[src/rtl/digit_serial_pkg.sv]
// -----------------------------------------------------------------------------
// digit_serial_pkg
// Shared definitions for the digit-serial adder:
//   WIDTH_DEF / DIGIT_DEF : default operand width and bits added per cycle
//   NDIG_DEF              : digits per operand (cycles spent in RUN)
//   CNT_W_DEF             : width of the digit counter for the defaults
//   state_t, S_*          : FSM state encoding
//   cnt_width()           : digit-counter width for any digit count
// -----------------------------------------------------------------------------
package digit_serial_pkg;

   localparam int WIDTH_DEF = 12;
   localparam int DIGIT_DEF = 3;
   localparam int NDIG_DEF  = WIDTH_DEF / DIGIT_DEF;

   // A counter for a single digit still needs one bit to exist.
   function automatic int cnt_width(input int ndig);
      return (ndig > 1) ? $clog2(ndig) : 1;
   endfunction

   localparam int CNT_W_DEF = cnt_width(NDIG_DEF);

   typedef logic [1:0] state_t;

   localparam state_t S_IDLE = 2'd0;
   localparam state_t S_RUN  = 2'd1;
   localparam state_t S_DONE = 2'd2;

endpackage

[src/rtl/cla_digit.sv]
// -----------------------------------------------------------------------------
// cla_digit
// Combinational DIGIT-bit carry look-ahead adder slice.
// Ports:
//   x, y : DIGIT-bit addends
//   ci   : carry in
//   s    : DIGIT-bit sum
//   co   : carry out of the top bit
// Every carry is expanded into its full generate/propagate sum-of-products,
// so no carry depends on another carry of the same slice.
// -----------------------------------------------------------------------------
module cla_digit #(
   parameter int DIGIT = 3
) (
   input  logic [DIGIT-1:0] x,
   input  logic [DIGIT-1:0] y,
   input  logic             ci,
   output logic [DIGIT-1:0] s,
   output logic             co
);

   logic [DIGIT-1:0] g;
   logic [DIGIT-1:0] p;
   logic [DIGIT:0]   c;

   assign g = x & y;
   assign p = x ^ y;

   // NOTE: every variable written in always_comb gets a default first, so no
   // path through the block leaves it unassigned and infers a latch.
   always_comb begin
      logic term_c;
      logic term_p;
      c = '0;
      c[0] = ci;
      for (int i = 0; i < DIGIT; i++) begin
         // c[i+1] = g[i] | p[i]g[i-1] | ... | p[i]..p[0]ci
         term_c = 1'b0;
         term_p = 1'b1;
         for (int j = i; j >= 0; j--) begin
            term_c = term_c | (term_p & g[j]);
            term_p = term_p & p[j];
         end
         c[i+1] = term_c | (term_p & ci);
      end
   end

   assign s  = p ^ c[DIGIT-1:0];
   assign co = c[DIGIT];

endmodule

[src/rtl/digit_serial_adder.sv]
// -----------------------------------------------------------------------------
// digit_serial_adder
// Adds two WIDTH-bit operands plus a carry-in, DIGIT bits per clock, through a
// single carry look-ahead slice. Handshaked operand input and result output.
// Ports:
//   clk, rst_n          : clock, synchronous active-low reset
//   in_valid, in_ready  : operand handshake (in_ready only in IDLE)
//   a, b, cin           : operands and carry into bit 0
//   out_valid, out_ready: result handshake (out_valid only in DONE)
//   sum, cout           : (a+b+cin) mod 2^WIDTH and carry out of bit WIDTH-1;
//                         held from DONE until the next result completes
//   busy                : FSM is not in IDLE
// Timing: accepted at cycle T, RUN during T+1..T+NDIG, out_valid from
// T+1+NDIG. The earliest next accept is the cycle after the drain.
// -----------------------------------------------------------------------------
module digit_serial_adder
   import digit_serial_pkg::*;
#(
   parameter int WIDTH = WIDTH_DEF,
   parameter int DIGIT = DIGIT_DEF
) (
   input  logic             clk,
   input  logic             rst_n,
   input  logic             in_valid,
   output logic             in_ready,
   input  logic [WIDTH-1:0] a,
   input  logic [WIDTH-1:0] b,
   input  logic             cin,
   output logic             out_valid,
   input  logic             out_ready,
   output logic [WIDTH-1:0] sum,
   output logic             cout,
   output logic             busy
);

   localparam int NDIG  = (DIGIT > 0) ? (WIDTH / DIGIT) : 1;
   localparam int CNT_W = cnt_width(NDIG);
   localparam logic [CNT_W-1:0] LAST_DIG = CNT_W'(NDIG - 1);

   // Configuration guards, evaluated at elaboration.
   if ((DIGIT < 1) ? 1'b1 : ((WIDTH % DIGIT) != 0)) begin : g_bad_cfg
      $error("digit_serial_adder: WIDTH (%0d) must be a positive multiple of DIGIT (%0d)",
             WIDTH, DIGIT);
   end
   if (WIDTH == WIDTH_DEF && DIGIT == DIGIT_DEF &&
       (NDIG != NDIG_DEF || CNT_W != CNT_W_DEF)) begin : g_pkg_mismatch
      $error("digit_serial_adder: derived constants disagree with digit_serial_pkg");
   end

   state_t           state_q;
   logic [WIDTH-1:0] a_q;
   logic [WIDTH-1:0] b_q;
   logic             carry_q;
   logic [CNT_W-1:0] cnt_q;
   logic [WIDTH-1:0] acc_q;    // partial sum being assembled during RUN
   logic [WIDTH-1:0] sum_q;    // visible result, only replaced on completion
   logic             cout_q;

   logic [DIGIT-1:0] dig_s;
   logic             dig_co;
   logic [WIDTH-1:0] acc_next;

   cla_digit #(
      .DIGIT (DIGIT)
   ) u_cla (
      .x  (a_q[DIGIT-1:0]),
      .y  (b_q[DIGIT-1:0]),
      .ci (carry_q),
      .s  (dig_s),
      .co (dig_co)
   );

   // Partial sum with the current digit dropped into place; on the last
   // digit this is the complete result.
   always_comb begin
      acc_next = acc_q;
      acc_next[cnt_q*DIGIT +: DIGIT] = dig_s;
   end

   // NOTE: sequential state uses non-blocking assignments so every register
   // samples pre-edge values, independent of statement order.
   always_ff @(posedge clk) begin
      if (!rst_n) begin
         state_q <= S_IDLE;
         a_q     <= '0;
         b_q     <= '0;
         carry_q <= 1'b0;
         cnt_q   <= '0;
         acc_q   <= '0;
         sum_q   <= '0;
         cout_q  <= 1'b0;
      end else begin
         case (state_q)
            S_IDLE: begin
               if (in_valid) begin
                  a_q     <= a;
                  b_q     <= b;
                  carry_q <= cin;
                  cnt_q   <= '0;
                  acc_q   <= '0;
                  state_q <= S_RUN;
               end
            end
            S_RUN: begin
               acc_q   <= acc_next;
               carry_q <= dig_co;
               a_q     <= a_q >> DIGIT;
               b_q     <= b_q >> DIGIT;
               cnt_q   <= cnt_q + 1'b1;
               if (cnt_q == LAST_DIG) begin
                  sum_q   <= acc_next;
                  cout_q  <= dig_co;
                  cnt_q   <= '0;
                  state_q <= S_DONE;
               end
            end
            S_DONE: begin
               // Drain only; operands offered now are not looked at.
               if (out_ready) begin
                  state_q <= S_IDLE;
               end
            end
            default: begin
               state_q <= S_IDLE;
            end
         endcase
      end
   end

   assign in_ready  = (state_q == S_IDLE);
   assign out_valid = (state_q == S_DONE);
   assign busy      = (state_q != S_IDLE);
   assign sum       = sum_q;
   assign cout      = cout_q;

endmodule

[config.mk]
export PLATFORM = sky130hd
export DESIGN_NAME = digit_serial_adder
export DESIGN_NICKNAME = d
export VERILOG_FILES = /design/src/rtl/digit_serial_pkg.sv /design/src/rtl/cla_digit.sv /design/src/rtl/digit_serial_adder.sv
export SDC_FILE = /design/constraint.sdc
export NUM_CORES = 1
export LEC_CHECK = 0
export BUFFER_PORTS_ARGS = -buffer_cell sky130_fd_sc_hd__buf_2
export CAP_MARGIN = 15
export CORE_MARGIN = 2
export CORE_UTILIZATION = 57
export CTS_BUF_LIST = sky130_fd_sc_hd__clkbuf_8
export CTS_CLUSTER_SIZE = 30
export DETAILED_ROUTE_END_ITERATION = 8
export GPL_ROUTABILITY_DRIVEN = 0
export MAX_ROUTING_LAYER = met4
export PLACE_DENSITY = 0.81
export REMOVE_ABC_BUFFERS = 1
export SLEW_MARGIN = 10
export SYNTH_ARGS = -nofsm -noshare
export SYNTH_HDL_FRONTEND = slang
export SYNTH_SLANG_ARGS = --single-unit
[constraint.sdc]
create_clock -name clk -period 5 [get_ports clk]
set_input_delay 0.25 -clock clk [delete_from_list [all_inputs] [get_ports clk]]
set_output_delay 0.25 -clock clk [all_outputs]
set_load 0.02 [all_outputs]
==> summary.txt, run 1 <==
Critical path
  • Worst path bufs/invs: 0
  • FF-to-FF Start: state_q[0]
  • CP required: around 5.2 ns
  • Startpoint types: flip-flop
  • Crit Path Category: reg -> reg
  • Cell family with most CP delay: flip-flops
  • Crit-path max cell delay: around 1.1 ns
  • CP max-delay cell: dfxtp_1
  • Worst EP arrival: 2.79 ns
  • Crit path cell chain: nor2b_4 -> and2_1 -> o21ai_0 -> a31oi_1
  • CP max FO: 36
  • Critical path endpoint category: flip-flop
  • Setup crit start: state_q[0]

Finish
  • Share of cells above drive strength 1: ~16%
  • Post-route cell area: slightly below 0.003 mm²
  • Fillers: 430
  • Antenna Cells: 0
  • Multi-input gate area in the final layout: approximately 0.0014 mm²
  • Commonest non-fill, non-tap cell in the layout: dfxtp_1
  • P&R area growth vs syn: 9.93%
  • FF/Latch Area: between 0.001 and 0.0015 mm²
  • NumNets Final: 400
  • Most frequent cells in the layout: 54 x dfxtp_1, 50 x o21ai_0, 44 x buf_2, 41 x nand2_1, 32 x a21oi_1

Synthesis
  • Synth unique cells: 43
  • Synth warn: 0
  • Synth area leader: dfxtp_1
  • Yosys top cell area share: 40.1%
  • Synth top area cells: dfxtp_1 40%, o21ai_0 9.3%, a21oi_1 5.9%, nand2_1 5.7%, ha_1 4.2%
  • Syn_area_per_cell: between 8 and 9 µm²
  • EDFF count, synth: 0
  • Prevailing post-synth register cell: dfxtp_1
  • FFs w/ async S/R, synth: 0%
  • Syn Inst Count: roughly 330
  • Sequential area share after synthesis: 40.1%
  • Yosys reg bits: 54
  • Post-Syn Area: between 0.002 and 0.003 mm²

Routing
  • Routed WL: 5910 µm
  • DR vias/cell: about 6
  • Via Count: between 2000 and 2500
  • Antenna Nets Post-Route: 0
  • Number of detailed-route iterations in the first pass: 5
  • 1st-iter DRT viols: between 200 and 250
  • Post-route DRC: 0
  • WL/cell: 14.2 µm

STA
  • Slew headroom: 25.7%
  • Slew @ Worst Pin: 1.11 ns
  • Max Slew Vio Count: 0
  • RSZ-0062 raised after global routing: no
  • Setup Skew: 0.00878 ns
  • Minimum clock period: about 2.6 ns
  • Hold_ws: between 0.2 and 0.25 ns
  • Setup tns final: 0 ns
  • Final hold violations: 0
  • Fmax: 392 MHz
  • Final setup fails: 0
  • Period utilization: between 50% and 60%

Place
  • Post-DP HPWL: approximately 3700 µm
  • Placed cell area: 0.00285 mm²
  • IO buf count: 44

Worst hold path
  • Min-delay src: a[9]
  • Hold Crit Class: in -> reg

Power
  • Static leakage: between 1 and 1.5 nW
  • Comb power frac: 15.0%
  • Switch Pwr: 0.250 mW
  • Clock group share of total power: 32.9%
  • Sw Share: 27.6%
  • Worst vdd ir: slightly above 200 µV
  • Pwr Density: about 300 mW/mm²
  • Power Internal: 0.654 mW
  • Flop pwr share: a little over half

Clocking
  • CTS H-tree lvls: 2
  • CTS tree: yes
  • CTS Buf Count: 5
  • PostCTS Resize Cnt: 0
  • Worst-path clk slew: roughly 0.1 ns
  • Post-CTS setup buffer count: 0
  • Clk root buf: clkbuf_8
  • Post-CTS Hold Buffers: 0
  • Clk sinks: 54
  • Worst-Skew Late Latency: about 0.31 ns
  • Buffer levels on the longest clock path: 2

Die
  • DIE AREA: ~0.0053 mm²
  • Die H: 72.8 µm
  • Die X: between 70 and 80 µm
  • Num rows: 25
  • Num ports: 45
  • Core area: ~0.0046 mm²
  • Starting density of the core: 58.2%

Job
  • Max-cap violations: 0

GRT
  • Grt ovf: 0
  • Number of global-route vias before repair: roughly 2300
  • First-pass GRT wire length: 10100 µm
  • Total track usage: roughly a quarter
  • Initial antenna violation count: 0
  • Largest net degree at the start of global routing: 59

Outcome
  • Status: completed
-- power groups by stage --
stage | clock network, mW | logic, mW | registers [mW]
after detailed placement | 0 | 0.133 | 0.480
after CTS | 0.303 | 0.134 | 0.470
after global routing | 0.317 | 0.153 | 0.474
final | 0.298 | 0.135 | 0.471
after floorplan | 0 | 0.0882 | 0.475
after global placement | 0 | 0.130 | 0.478
-- through the flow --
stage	util (%)	power (mW)	worst slack, ns	std cells
final	64.0	0.904	2.45	416
after global routing	64.0	0.945	2.12	416
after CTS	64.0	0.907	2.43	416
after detailed placement	61.6	0.613	2.45	408
after global placement	61.6	0.608	2.57	408
after floorplan	-	0.563	3.03	310
-- logic make-up after synthesis --
family	after synthesis	synth area share [%]
buffers and inverters	38	7.05
muxes	3	1.11
AOI/OAI and AO/OA	113	24.5
DFF	54	40.1
and+or+nand+nor	114	21.9
adders and majority gates	10	4.92
xor gates and xnor gates	1	0.325
-- sequential cells by signal, summed over array words and instances, names as in the netlist --
register and count:
acc_q 12, sum 12, state_q 2, carry_q 1, b_q 12, a_q 12, cout 1, cnt_q 2
-- area by class of cell --
type                    instances  share of cell area [%]
multi-input cells             241                    48.1
repair buffers                 44                    7.43
clock buffers                   5                    2.32
well taps                      54                    2.28
inverters                      15                    1.90
clock inverters                 3                    1.52
flip-flops and latches         54                    36.5
-- cells in the mapped netlist (3+ instances only) --
library cell,number
ha_1,9
o211a_1,4
nand2_1,41
mux2i_1,3
a2bb2oi_1,4
nor2_1,26
buf_6,5
a221oi_1,4
nand3_1,4
o21ai_0,50
o22ai_1,4
and2_1,10
a21oi_1,32
nor3_1,3
dfxtp_1,54
inv_1,15
clkbuf_1,10
a32oi_1,6
nor2b_1,13
buf_2,5
-- path summary, 6_finish.rpt --
| kind | end | slack, ns | cells past startpoint |
|---|---|---|---|
| setup / recovery | cout | 2.45 | 4 |
| hold / removal | a_q[9] | 0.22 | 3 |
| setup reg to reg | cout | 2.45 | 4 |
| hold reg to reg | acc_q[11] | 0.48 | 2 |
-- per-layer routing --
layer	global-route usage [%]	part of all wire [%]
met1	31.5	46
met2	39.0	47
met3	4.83	5.3
met4	8.44	1.4
met5	-	0
-- tightest hold or removal path, delay by kind of cell --
kind	cells	cell delay [ns]
simple gates	1	0.09
compound gates	1	0.08
buf+inv	1	0.07
Note: power is estimated with default switching activity, not from simulation.
==> run 2: changes to the inputs <==
Settings changed: CORE_UTILIZATION 57 to 52, PLACE_DENSITY 0.81 to 0.78.
Clock period 5 ns to 2.3 ns, I/O delays scaled along.
==> summary.txt, run 2 (synthesized netlist as in run 1, its figures left out) <==
Worst hold path
  • Hold Crit Class: in -> reg

Routing
  • 1st-iter DRT viols: between 150 and 200
  • Post-route DRC: 0
  • WL/cell: approximately 13 µm
  • Antenna Nets Post-Route: 0
  • Number of detailed-route iterations in the first pass: 4
  • DR vias/cell: 5.51
  • Via Count: 2413
  • Routed WL: just under 6000 µm

STA
  • Period utilization: 89.3%
  • Final setup fails: 0
  • Final worst slack: 0.246 ns
  • Minimum clock period: 2.05 ns
  • Fmax: 487 MHz
  • Max Slew Vio Count: 0
  • Slew headroom: about half
  • Setup Skew: around 0.0057 ns
  • Final hold violations: 0
  • Setup tns final: 0 ns
  • RSZ-0062 raised after global routing: no
  • Slew @ Worst Pin: 0.758 ns

Die
  • DIE AREA: between 0.005 and 0.006 mm²
  • Starting density of the core: a little over half
  • Core area: 0.00504 mm²
  • Die H: approximately 76 µm
  • Num rows: 26
  • Num ports: 45
  • Die X: about 76 µm

GRT
  • First-pass GRT wire length: between 10000 and 15000 µm
  • Total track usage: 21.9%
  • Initial antenna violation count: 0
  • Largest net degree at the start of global routing: between 40 and 50
  • Grt ovf: 0
  • Number of global-route vias before repair: 2235

Finish
  • NumNets Final: between 400 and 500
  • Most frequent cells in the layout: 54 x dfxtp_1, 50 x o21ai_0, 44 x buf_2, 41 x nand2_1, 32 x a21oi_1
  • Antenna Cells: 0
  • P&R area growth vs syn: 11.2%
  • Fillers: roughly 480
  • Commonest non-fill, non-tap cell in the layout: dfxtp_1
  • Multi-input gate area in the final layout: roughly 0.0014 mm²
  • FF/Latch Area: around 0.0011 mm²
  • Share of cells above drive strength 1: ~17%

Clocking
  • CTS tree: yes
  • Buffer levels on the longest clock path: 2
  • Worst-path clk slew: roughly 0.08 ns
  • Post-CTS setup buffer count: 0
  • Post-CTS Hold Buffers: 0
  • CTS H-tree lvls: 2
  • PostCTS Resize Cnt: 0
  • Clk sinks: 54
  • Clk root buf: clkbuf_8
  • Worst-Skew Late Latency: roughly 0.30 ns
  • CTS Buf Count: 5

Power
  • Pwr Density: about 600 mW/mm²
  • Static leakage: around 1.3 nW
  • Worst vdd ir: between 300 and 400 µV

Critical path
  • CP required: about 2.6 ns
  • Worst EP arrival: around 2.3 ns
  • Crit Path Category: reg -> reg
  • Critical path endpoint category: flip-flop
  • CP max FO: 12
  • Startpoint types: flip-flop

Place
  • IO buf count: 44
  • Post-DP HPWL: roughly 3900 µm
  • Dpl ws: 0.305 ns

Outcome
  • Status: completed

Job
  • Max-cap violations: 0
==> run 2: changes by cell type in the layout (fill, tap and decap cells not counted) <==
cell,before,now
buf_4,0,7
bufinv_16,1,0
clkinvlp_4,2,0
inv_1,15,17
==> run 2: layout make-up <==
class / instances / share of cell area, %
Inverter: 15 / 1.88
Multi-Input combinational cell: 241 / 47.5
Clock inverter: 2 / 0.250
Sequential cell: 54 / 36.0
Timing Repair Buffer: 51 / 9.09
Clock buffer: 5 / 2.29
Tap cell: 70 / 2.92
==> run 2: stage by stage <==
stage	utilization, %	cells	hold slack (ns)	total power, mW	cell area, µm²
final	59.5	438	0.0957	1.81	3000
after global routing	59.5	438	0.113	1.91	3000
after CTS	59.5	438	0.0932	1.82	3000
after detailed placement	58.0	431	0.408	1.34	2920
after global placement	58.0	431	0.397	1.34	2920
after floorplan	-	310	0.233	1.22	2560
==> run 2: report_power, final <==
part / internal, mW / total, mW / switching, mW
registers: 0.980 / 1.01 / 0.0287
clock network: 0.202 / 0.485 / 0.284
logic: 0.128 / 0.317 / 0.189
total: 1.31 / 1.81 / 0.501
==> run 2: worst max-delay path, cell delays in order, from the launching register on <==
cell	delay, ns
dfxtp_1	0.56
inv_1	0.17
ha_1	0.45
nor4bb_1	0.38
mux2i_1	0.16
o21ai_0	0.16
and2_1	0.13
==> run 2: path summary, 6_finish.rpt <==
path,from,endpoint,slack [ns],cells past startpoint
hold reg to reg,acc_q[11],acc_q[11],0.48,2
setup / recovery,cnt_q[0],acc_q[6],0.25,6
setup reg to reg,cnt_q[0],acc_q[6],0.25,6
hold / removal,a[9],a_q[9],0.1,3
==> run 2: layer usage <==
layer  part of all wire, %  GRT usage [%]  up-vias  routed length, µm
li1                      -              -     1222                  -
met1                    47           28.6     1130               2740
met2                    48           34.9       51               2800
met3                   4.1           4.62       10                242
met4                   1.3           5.82        0                 74
met5                     0              -        -                  0
==> run 3: changes to the inputs <==
Settings changed: CORE_UTILIZATION 52 to 53, PLACE_DENSITY 0.78 to 0.88, REMOVE_ABC_BUFFERS 1 to not set, SYNTH_HIERARCHICAL set to 1.
==> summary.txt, run 3 <==
Outcome
  • Status: completed

Routing
  • 1st-iter DRT viols: around 200
  • Via Count: approximately 2300
  • Post-route DRC: 0
  • WL/cell: approximately 15 µm
  • DR vias/cell: ~6
  • Antenna Nets Post-Route: 0
  • Number of detailed-route iterations in the first pass: 4
  • Routed WL: between 6000 and 7000 µm

Clocking
  • Worst-Skew Late Latency: approximately 0.31 ns
  • Clk root buf: clkbuf_8
  • Clk sinks: 54
  • Worst-path clk slew: approximately 0.090 ns
  • CTS H-tree lvls: 2
  • Buffer levels on the longest clock path: 2
  • CTS Buf Count: 5
  • PostCTS Resize Cnt: 0
  • CTS tree: yes
  • Post-CTS setup buffer count: 0
  • Post-CTS Hold Buffers: 0

GRT
  • Total track usage: ~23%
  • Number of global-route vias before repair: 2248
  • Grt ovf: 0
  • Initial antenna violation count: 0
  • First-pass GRT wire length: around 11000 µm
  • Largest net degree at the start of global routing: 32

Worst hold path
  • Hold Crit Class: in -> reg
  • Min-delay src: a[10]
  • Hold path cells: 3
  • Hold Crit Endpoint: a_q[10]

Finish
  • Commonest non-fill, non-tap cell in the layout: dfxtp_1
  • Antenna Cells: 0
  • Share of cells above drive strength 1: 30.1%
  • Post-route cell area: 0.00307 mm²
  • NumNets Final: approximately 360
  • Layout Cells excl Fill: between 300 and 400
  • P&R area growth vs syn: 10.9%
  • Final core utilization: 60.4%
  • Most frequent cells in the layout: 54 x dfxtp_1, 44 x buf_2, 22 x nor2_1, 16 x nor2b_1

Synthesis
  • Post-synth net total: about 320
  • Synth top area cells: dfxtp_1 39%, o221a_2 6.1%, a2bb2oi_1 4.4%, ha_1 4.1%, nor2b_1 3.6%
  • Synth warn: 6
  • FFs w/ async S/R, synth: 0%
  • Cell with the most instances after synthesis: dfxtp_1
  • Synth top cells by count: 54 x dfxtp_1, 22 x nor2_1, 16 x nor2b_1
  • Synth area leader: dfxtp_1
  • Prevailing post-synth register cell: dfxtp_1
  • Syn_area_per_cell: about 9.7 µm²
  • EDFF count, synth: 0
  • Sequential area share after synthesis: about two fifths
  • Synth unique cells: roughly 50
  • Yosys reg bits: 54
  • Syn Inst Count: around 280
  • Post-Syn Area: ~0.0028 mm²
  • Yosys top cell area share: 39.1%

STA
  • Setup tns final: 0 ns
  • Slew @ Worst Pin: between 0.6 and 0.7 ns
  • Max Slew Vio Count: 0
  • Fmax: 528 MHz
  • Slew headroom: between 50% and 60%
  • Final setup fails: 0
  • RSZ-0062 raised after global routing: no
  • Minimum clock period: about 1.9 ns
  • Period utilization: around 80%
  • Final hold violations: 0
  • Setup Skew: a little over 0.007 ns

Place
  • Placed cell area: ~0.0030 mm²
  • IO buf count: 44
  • Post-DP HPWL: approximately 4200 µm
  • Placed cells: between 300 and 400

Power
  • Sw Share: between 20% and 30%
  • Power Internal: between 1 and 1.5 mW
  • Comb power frac: between 10% and 20%
  • Pwr Density: around 660 mW/mm²
  • Worst vdd ir: 341 µV
  • Static leakage: about 1.3 nW
  • Clock group share of total power: between 30% and 40%
  • Flop pwr share: roughly half
  • Switch Pwr: 0.529 mW

Critical path
  • Crit Path Category: reg -> reg
  • Startpoint types: flip-flop
  • CP required: around 2.6 ns
  • R2r setup slk: slightly above 0.4 ns
  • FF-to-FF Start: b_q[0]
  • R2R Path End: sum[4]
  • R2r worst-path depth: 6
  • CP max FO: 5
  • Worst EP arrival: ~2.2 ns
  • Critical path endpoint category: flip-flop

Die
  • Die X: 76.2 µm
  • DIE AREA: slightly below 0.006 mm²
  • Die H: roughly 76 µm
  • Num rows: 26
  • Num ports: 45
  • Core area: about 0.0051 mm²
  • Starting density of the core: a little over half

Job
  • Max-cap violations: 0
==> run 3: cell types whose count changed after synthesis, sizes merged, moves of 6 or more <==
cell	change
o21ai	-28
o221a	+19
nand2	-30
a2bb2oi	+10
a21oi	-14
clkbuf	-6
buf	+6
a32o	+7
and2	-9
==> run 3: cells by family after synthesis <==
kind of cell               share of synthesized area [%]
AOI/OAI and AO/OA                                   31.3
xor gates and xnor gates                           0.634
adders and majority gates                           4.80
buffers and inverters                               8.92
DFF                                                 39.1
muxes                                              0.362
and+or+nand+nor                                     14.8
==> run 3: metrics by stage <==
step	setup WS [ns]	power [mW]	hold WS [ns]
3_5_place_dp	0.474	1.38	0.412
6_report	0.406	2.01	0.0807
3_3_place_gp	0.534	1.36	0.400
5_1_grt	0.267	2.10	0.0928
2_1_floorplan	0.642	1.30	0.282
4_1_cts	0.439	2.02	0.0843
==> run 3: cell type report <==
cell class                 count  area [µm²]
multi-input combinational    193        1440
sequential                    54        1080
tap                           70        87.6
clock buffer                   6        82.6
inverter                      14        52.6
clock inverter                 1        30.0
fill                         440        2010
timing repair buffer          54         295
==> run 3: worst max-delay path, stage by stage (launching register included) <==
cell     delay, ns
dfxtp_1       0.37
inv_1         0.07
fa_1          0.43
xnor2_1       0.46
and3b_1       0.27
a31oi_1       0.10
a21oi_2       0.14
==> run 3: power by group through the flow <==
| stage | registers [mW] | clock network, mW | logic (mW) |
|---|---|---|---|
| finish | 1.01 | 0.653 | 0.346 |
| global route | 1.02 | 0.701 | 0.383 |
| CTS | 1.01 | 0.660 | 0.344 |
| detailed placement | 1.03 | 0 | 0.343 |
| global placement | 1.03 | 0 | 0.334 |
| floorplan | 1.02 | 0 | 0.273 |
==> run 3: worst max-delay path by stage <==
stage,start,endpoint,slack (ns)
2_1_floorplan,cnt_q[0],acc_q[7],0.64
3_3_place_gp,b_q[0],sum[4],0.53
3_5_place_dp,b_q[0],sum[4],0.47
4_1_cts,b_q[0],sum[4],0.44
5_1_grt,b_q[0],sum[4],0.27
6_report,b_q[0],sum[4],0.41
==> run 3: metal layers <==
metal  vias up  global-route usage [%]  part of all wire [%]  wire (µm)
li1       1129                       -                     -          -
met1      1103                    28.4                    46       2750
met2        71                    36.7                    48       2900
met3         7                    4.03                   4.5        270
met4         0                    8.00                   1.8        108
met5         -                       -                     0          0
